**src/rtl/i2c_fifo_port_arbiter_if.sv**
```systemverilog
// Bus bundle between the FIFO port arbiter and its neighbours: host push port,
// engine fetch port, the FIFO's shared command port, status and FSM debug state.
interface i2c_fifo_port_arbiter_if #(
    parameter int DW    = 8,
    parameter int CNT_W = 16
);
    // Handshakes: host_wr_req and tx_req are single-cycle request pulses with
    // no ready; host_busy reports an unissued push (a push while busy is lost and
    // flagged in ovf_err), tx_valid is a single-cycle data pulse, and fifo_en is
    // a single-cycle command strobe qualifying fifo_rd_wr/fifo_din.
    logic             host_wr_req;
    logic [DW-1:0]    host_wdata;
    logic             host_busy;
    logic             tx_req;
    logic [DW-1:0]    tx_data;
    logic             tx_valid;
    logic             tx_nodata;
    logic             fifo_rd_wr;
    logic             fifo_en;
    logic [DW-1:0]    fifo_din;
    logic [DW-1:0]    fifo_dout;
    logic             fifo_empty;
    logic             fifo_full;
    logic             ovf_err;
    logic [CNT_W-1:0] tx_count;
    logic [1:0]       dbg_state;

    // Arbiter side.
    modport master (
        input  host_wr_req, host_wdata, tx_req, fifo_dout, fifo_empty, fifo_full,
        output host_busy, tx_data, tx_valid, tx_nodata, fifo_rd_wr, fifo_en,
        output fifo_din, ovf_err, tx_count, dbg_state
    );

    // Environment side: host regs, FIFO and byte engine.
    modport slave (
        output host_wr_req, host_wdata, tx_req, fifo_dout, fifo_empty, fifo_full,
        input  host_busy, tx_data, tx_valid, tx_nodata, fifo_rd_wr, fifo_en,
        input  fifo_din, ovf_err, tx_count, dbg_state
    );
endinterface

```
**src/rtl/i2c_fifo_port_arbiter.sv**
```systemverilog
// Round-robin scheduler for the byte FIFO's single rd_wr/en port, shared by host
// pushes and I2C engine pops. Requests are latched and issued as 1-cycle commands.
module i2c_fifo_port_arbiter #(
    parameter int DW    = 8,
    parameter int CNT_W = 16
) (
    input  logic                   clk,
    input  logic                   reset,
    i2c_fifo_port_arbiter_if.master bus
);
    typedef enum logic [1:0] {
        S_IDLE    = 2'd0,
        S_WR      = 2'd1,
        S_RD      = 2'd2,
        S_RD_WAIT = 2'd3
    } state_t;

    typedef enum logic {
        G_READ  = 1'b0,
        G_WRITE = 1'b1
    } grant_t;

    state_t           state_q,      state_d;
    grant_t           last_grant_q, last_grant_d;
    logic             wr_pend_q,    wr_pend_d;
    logic             rd_pend_q,    rd_pend_d;
    logic [DW-1:0]    wdata_q,      wdata_d;
    logic             fifo_en_q,    fifo_en_d;
    logic             fifo_rd_wr_q, fifo_rd_wr_d;
    logic [DW-1:0]    fifo_din_q,   fifo_din_d;
    logic [DW-1:0]    tx_data_q,    tx_data_d;
    logic             tx_valid_q,   tx_valid_d;
    logic             tx_nodata_q,  tx_nodata_d;
    logic             ovf_err_q,    ovf_err_d;
    logic [CNT_W-1:0] tx_count_q,   tx_count_d;
    logic             wr_elig;
    logic             rd_elig;

    always_comb begin
        state_d      = state_q;
        last_grant_d = last_grant_q;
        wr_pend_d    = wr_pend_q;
        rd_pend_d    = rd_pend_q;
        wdata_d      = wdata_q;
        fifo_en_d    = 1'b0;
        fifo_rd_wr_d = fifo_rd_wr_q;
        fifo_din_d   = fifo_din_q;
        tx_data_d    = tx_data_q;
        tx_valid_d   = 1'b0;
        ovf_err_d    = ovf_err_q;
        tx_count_d   = tx_count_q;

        // Flags seen in IDLE already reflect the previous command, since every
        // command is followed by at least one non-IDLE cycle.
        wr_elig = wr_pend_q && !bus.fifo_full;
        rd_elig = rd_pend_q && !bus.fifo_empty;

        case (state_q)
            S_IDLE: begin
                if (wr_elig && (!rd_elig || last_grant_q == G_READ)) begin
                    state_d      = S_WR;
                    fifo_en_d    = 1'b1;
                    fifo_rd_wr_d = 1'b1;
                    fifo_din_d   = wdata_q;
                    last_grant_d = G_WRITE;
                end else if (rd_elig) begin
                    state_d      = S_RD;
                    fifo_en_d    = 1'b1;
                    fifo_rd_wr_d = 1'b0;
                    last_grant_d = G_READ;
                end
            end
            S_WR: begin
                state_d   = S_IDLE;
                wr_pend_d = 1'b0;
            end
            S_RD: begin
                state_d = S_RD_WAIT;
            end
            S_RD_WAIT: begin
                state_d    = S_IDLE;
                tx_data_d  = bus.fifo_dout;
                tx_valid_d = 1'b1;
                rd_pend_d  = 1'b0;
                tx_count_d = tx_count_q + CNT_W'(1);
            end
            default: begin
                state_d = S_IDLE;
            end
        endcase

        // A push that lands while the previous one is still unissued is lost.
        if (bus.host_wr_req) begin
            if (wr_pend_q) begin
                ovf_err_d = 1'b1;
            end else begin
                wr_pend_d = 1'b1;
                wdata_d   = bus.host_wdata;
            end
        end

        if (bus.tx_req && !rd_pend_q) begin
            rd_pend_d = 1'b1;
        end

        // Starved read: pending, not in flight, and nothing in the FIFO.
        tx_nodata_d = rd_pend_d && bus.fifo_empty &&
                      (state_d != S_RD) && (state_d != S_RD_WAIT);
    end

    always_ff @(posedge clk) begin
        if (reset) begin
            state_q      <= S_IDLE;
            last_grant_q <= G_READ;
            wr_pend_q    <= 1'b0;
            rd_pend_q    <= 1'b0;
            wdata_q      <= '0;
            fifo_en_q    <= 1'b0;
            fifo_rd_wr_q <= 1'b0;
            fifo_din_q   <= '0;
            tx_data_q    <= '0;
            tx_valid_q   <= 1'b0;
            tx_nodata_q  <= 1'b0;
            ovf_err_q    <= 1'b0;
            tx_count_q   <= '0;
        end else begin
            state_q      <= state_d;
            last_grant_q <= last_grant_d;
            wr_pend_q    <= wr_pend_d;
            rd_pend_q    <= rd_pend_d;
            wdata_q      <= wdata_d;
            fifo_en_q    <= fifo_en_d;
            fifo_rd_wr_q <= fifo_rd_wr_d;
            fifo_din_q   <= fifo_din_d;
            tx_data_q    <= tx_data_d;
            tx_valid_q   <= tx_valid_d;
            tx_nodata_q  <= tx_nodata_d;
            ovf_err_q    <= ovf_err_d;
            tx_count_q   <= tx_count_d;
        end
    end

    assign bus.host_busy  = wr_pend_q;
    assign bus.tx_data    = tx_data_q;
    assign bus.tx_valid   = tx_valid_q;
    assign bus.tx_nodata  = tx_nodata_q;
    assign bus.fifo_rd_wr = fifo_rd_wr_q;
    assign bus.fifo_en    = fifo_en_q;
    assign bus.fifo_din   = fifo_din_q;
    assign bus.ovf_err    = ovf_err_q;
    assign bus.tx_count   = tx_count_q;
    assign bus.dbg_state  = state_q;
endmodule
```
**src/flat_wrapper.sv**
```systemverilog
// flat-port wrapper written by rule: the top's interface ports become plain ports
module i2c_fifo_port_arbiter_flat 
#(
    parameter int DW    = 8,
    parameter int CNT_W = 16
)
  (clk, reset, bus_host_wr_req, bus_host_wdata, bus_tx_req, bus_fifo_dout, bus_fifo_empty, bus_fifo_full, bus_host_busy, bus_tx_data, bus_tx_valid, bus_tx_nodata, bus_fifo_rd_wr, bus_fifo_en, bus_fifo_din, bus_ovf_err, bus_tx_count, bus_dbg_state);
  i2c_fifo_port_arbiter_if #(.DW(DW), .CNT_W(CNT_W)) bus_i ();
  input  logic clk;
  input  logic reset;
  input wire logic [$bits(bus_i.host_wr_req)-1:0] bus_host_wr_req;
  input wire logic [$bits(bus_i.host_wdata)-1:0] bus_host_wdata;
  input wire logic [$bits(bus_i.tx_req)-1:0] bus_tx_req;
  input wire logic [$bits(bus_i.fifo_dout)-1:0] bus_fifo_dout;
  input wire logic [$bits(bus_i.fifo_empty)-1:0] bus_fifo_empty;
  input wire logic [$bits(bus_i.fifo_full)-1:0] bus_fifo_full;
  output wire logic [$bits(bus_i.host_busy)-1:0] bus_host_busy;
  output wire logic [$bits(bus_i.tx_data)-1:0] bus_tx_data;
  output wire logic [$bits(bus_i.tx_valid)-1:0] bus_tx_valid;
  output wire logic [$bits(bus_i.tx_nodata)-1:0] bus_tx_nodata;
  output wire logic [$bits(bus_i.fifo_rd_wr)-1:0] bus_fifo_rd_wr;
  output wire logic [$bits(bus_i.fifo_en)-1:0] bus_fifo_en;
  output wire logic [$bits(bus_i.fifo_din)-1:0] bus_fifo_din;
  output wire logic [$bits(bus_i.ovf_err)-1:0] bus_ovf_err;
  output wire logic [$bits(bus_i.tx_count)-1:0] bus_tx_count;
  output wire logic [$bits(bus_i.dbg_state)-1:0] bus_dbg_state;
  assign bus_i.host_wr_req = bus_host_wr_req;
  assign bus_i.host_wdata = bus_host_wdata;
  assign bus_i.tx_req = bus_tx_req;
  assign bus_i.fifo_dout = bus_fifo_dout;
  assign bus_i.fifo_empty = bus_fifo_empty;
  assign bus_i.fifo_full = bus_fifo_full;
  assign bus_host_busy = bus_i.host_busy;
  assign bus_tx_data = bus_i.tx_data;
  assign bus_tx_valid = bus_i.tx_valid;
  assign bus_tx_nodata = bus_i.tx_nodata;
  assign bus_fifo_rd_wr = bus_i.fifo_rd_wr;
  assign bus_fifo_en = bus_i.fifo_en;
  assign bus_fifo_din = bus_i.fifo_din;
  assign bus_ovf_err = bus_i.ovf_err;
  assign bus_tx_count = bus_i.tx_count;
  assign bus_dbg_state = bus_i.dbg_state;
  i2c_fifo_port_arbiter #(.DW(DW), .CNT_W(CNT_W)) u_core (.clk(clk), .reset(reset), .bus(bus_i));
endmodule
```
**config.mk**
```make
export PLATFORM = sky130hd
export DESIGN_NAME = i2c_fifo_port_arbiter_flat
export DESIGN_NICKNAME = d
export VERILOG_FILES = /design/src/rtl/i2c_fifo_port_arbiter_if.sv /design/src/rtl/i2c_fifo_port_arbiter.sv /design/src/flat_wrapper.sv
export SDC_FILE = /design/constraint.sdc
export NUM_CORES = 1
export LEC_CHECK = 0
export CAP_MARGIN = 20
export CORE_UTILIZATION = 42
export CTS_BUF_LIST = sky130_fd_sc_hd__clkbuf_4 sky130_fd_sc_hd__clkbuf_8
export DETAILED_ROUTE_END_ITERATION = 6
export GPL_TIMING_DRIVEN = 1
export PLACE_DENSITY = 0.76
export SYNTH_ARGS = -nofsm -noshare
export SYNTH_HDL_FRONTEND = slang
export SYNTH_SLANG_ARGS = --single-unit
```
**constraint.sdc**
```tcl
create_clock -name clk -period 1.7 [get_ports clk]
set_input_delay 0.34 -clock clk [delete_from_list [all_inputs] [get_ports clk]]
set_output_delay 0.34 -clock clk [all_outputs]
set_load 0.05 [all_outputs]
```
==> flow_metrics.tcl <==
set metrics [dict create \
    post_cts_buffers 0 \
    cp-end-kind "flop" \
    worstPathMaxFanout 11 \
    netlist_instances 214 \
    grt_antenna_before_repair 0 \
    synth_cell_types 35 \
    cts_sinks 49 \
    status "finished clean" \
    maxCapViolCount 0 \
    rows 24 \
    use_met2_pct 28.26 \
    met3_usage_pct 5.117 \
    htree_levels 2 \
    start_util_pct 43.61 \
    grt_pass1_vias 1492 \
    die_w_um 69.01 \
    grt_max_degree 29 \
    tns_ns 0 \
    min_from "u_core.wdata_q[7]$_SDFFE_PP0P_" \
    io_buffers 61 \
    cts_buffers 5 \
    synth_nets 237 \
    crit_slowest_cell "dfxtp_4" \
    power.internal_uw 1600 \
    finalMaxSlewViolations 0 \
    layout.nets 303 \
    clk_pin_slew_ns 0.09 \
    dr_total_vias 1663 \
    min_period_ns 1.624 \
    ctsHoldBuffers 0 \
    slowest_delay_ns 0.39 \
    drt-vias-per-instance 5.009 \
    fp.dieH_um 69.01 \
    post_dp_cell_area_mm2 0.002522 \
    worstPathRequired_ns 1.89 \
    startpoint_type "flop" \
    core_mm2 0.004324 \
    p_leak_uw 0.001074 \
    fin_skew_ns 0.004574 \
    ios 62 \
    fmax_mhz 615.8 \
    area_delta_synth_final_pct 38.49 \
    root_buffer "clkbuf_8" \
    dieArea_mm2 0.004762 \
    drt_iter0_markers 42 \
    pwr-share-comb_pct 11.3 \
    worstPathCellList "or2_2 > a2111o_1 > buf_4 > mux2i_1 > nor2_1" \
    insertion_delay_ns 0.29 \
    wl_per_cell_um 11.96 \
    tritoncts "yes" \
    drive_gt1_share_pct 27.14 \
    sw_frac_of_total_pct 24.29 \
    holdWs_ns 0.4611 \
    r2r_start "u_core.bus.dbg_state[0]$_SDFF_PP0_" \
    critPathTopFamily "flip-flops" \
    powerDensity_mw_per_mm2 809.5 \
    dominantRegCellSynth "dfxtp_1" \
    ys_seq_area_share_pct 52.02 \
    overflow 0 \
    grt_most_used_layer "met2" \
    async_reset_ff_share_pct 0 \
    n_antenna_cell 0 \
    rsz0062_at_grt "no" \
    final_cell_area_mm2 0.002611 \
    crit_buf_inv 1 \
    grt_pass1_wl_um 6693 \
    power.switching_uw 513.4 \
    route.detailed.drc 0 \
    yosys_register_bits 49 \
    power.total_uw 2114 \
    gp_congestion 0.8124 \
    cts_resized 0 \
    drtPass1Iterations 4 \
    syn_area_mm2 0.001886 \
    ir_worst_vdd_v 0.0005114 \
    grt.total_usage_pct 17.19 \
    clock_path_buffers 2 \
    avgSynthCellArea_um2 8.811 \
    hpwl_um 2935 \
    fin_crit_sh_pct 95.52 \
    clockPowerShare_pct 32.1 \
    yosys_warnings 0 \
    synth_edf_count 0 \
    finalSetupViolCount 0 \
    startpoint "u_core.bus.dbg_state[0]$_SDFF_PP0_" \
    ant_nets 0 \
    routed_wl_um 3970 \
    crit_type "reg -> reg" \
    max_slew_margin_pct 71.45 \
    hold_viol 0 \
    tightest_slew_ns 0.4283 \
    use_met1_pct 21.83 \
    arrival_ns 1.81 \
    sequentialPowerShare_pct 56.6 \
    hp-class "reg -> reg" \
]
state kept, by name (all words and copies together) (netlist names):
name and cells:
u_core.bus.tx_count 16, u_core.bus.tx_data 8, u_core.bus.tx_valid 1, u_core.bus.fifo_rd_wr 1, u_core.rd_pend_q 1, u_core.bus.tx_nodata 1
u_core.bus.host_busy 1, u_core.bus.fifo_din 8, u_core.bus.dbg_state 2, u_core.bus.fifo_en 1, u_core.wdata_q 8, u_core.bus.ovf_err 1
through the flow:
step | worst slack [ns] | utilization, % | cells
after global placement | -0.05798 | 58.33 | 325
after floorplan | 0.01138 | - | 214
after detailed placement | -0.08110 | 58.33 | 325
after global routing | 0.002741 | 60.39 | 332
after CTS | 0.06533 | 60.39 | 332
final | 0.07617 | 60.39 | 332
area by class of cell:
cell class	instances	area (um^2)
inverter	4	15.01
tap	52	65.06
timing repair buffer	70	590.6
sequential	49	1012
clock inverter	1	6.256
clock buffer	6	82.58
multi-input combinational	150	839.6
fill	413	1713
synth_stat cells, types with 3 or more instances:
master    count  area (um^2)
o21ai_0       3        15.01
nand2_1      43        161.4
dfxtp_1      49        980.9
inv_1         4        15.01
xor2_1        5        43.79
xnor2_1       6        52.55
mux2i_1       8        80.08
a21oi_1      25        125.1
nor3_1        5        25.02
nor2b_1       3        18.77
nand3_1       3        15.01
nor2_1       23        86.33
nand4_1       3        18.77
clkbuf_1      6        22.52
or3_1         3        18.77
routing by layer:
metal	share of wire, %	wire, um
met1	47	1859
met2	48	1913
met3	4.2	168
met4	0.73	29
met5	0	0
kinds of logic (layout without fill, tap and decap cells):
kind of cell | Yosys count | count (layout) | share of synthesized area, %
AOI/OAI and AO/OA | 35 | 35 | 10.55
xor gates and xnor gates | 11 | 11 | 5.109
adders and majority gates | 1 | 1 | 0.6635
buffers and inverters | 15 | 81 | 3.450
DFF | 49 | 49 | 52.02
muxes | 8 | 8 | 4.247
and+or+nand+nor | 95 | 95 | 23.96
worst min-delay path, stage by stage (launching register included):
cell and delay (ns):
dfxtp_1 0.32, nand2_1 0.05, a21oi_1 0.05
power by group through the flow:
stage	Clock [uW]	Combinational [uW]	Sequential, uW
4_1_cts	698	241	1200
3_5_place_dp	0	240	1220
3_3_place_gp	0	238	1220
2_1_floorplan	0	90.4	1270
5_1_grt	758	258	1200
6_report	678	239	1200
final timing paths:
check	endpoint	cells after the start	slack [ns]
worst min register to register	u_core.wdata_q[7]$_SDFFE_PP0P_	2	0.46
worst max register to register	u_core.bus.fifo_din[0]$_SDFFE_PP0P_	5	0.08
worst max-delay path	u_core.bus.fifo_din[0]$_SDFFE_PP0P_	5	0.08
worst min-delay path	u_core.wdata_q[7]$_SDFFE_PP0P_	2	0.46
cell usage in the layout (no fill, tap or decap), types with 2 or more instances in the layout:
master / count
a211oi_1: 2
a21oi_1: 25
buf_4: 48
clkbuf_8: 6
clkdlybuf4s50_1: 21
dfxtp_1: 34
dfxtp_2: 10
dfxtp_4: 5
inv_1: 4
mux2i_1: 8
nand2_1: 43
nand3_1: 3
nand4_1: 3
nor2_1: 23
nor2b_1: 3
nor3_1: 5
nor4_1: 2
o21ai_0: 3
o31ai_1: 2
or3_1: 3
xnor2_1: 6
xor2_1: 5
(Power assumes the default switching activity.)
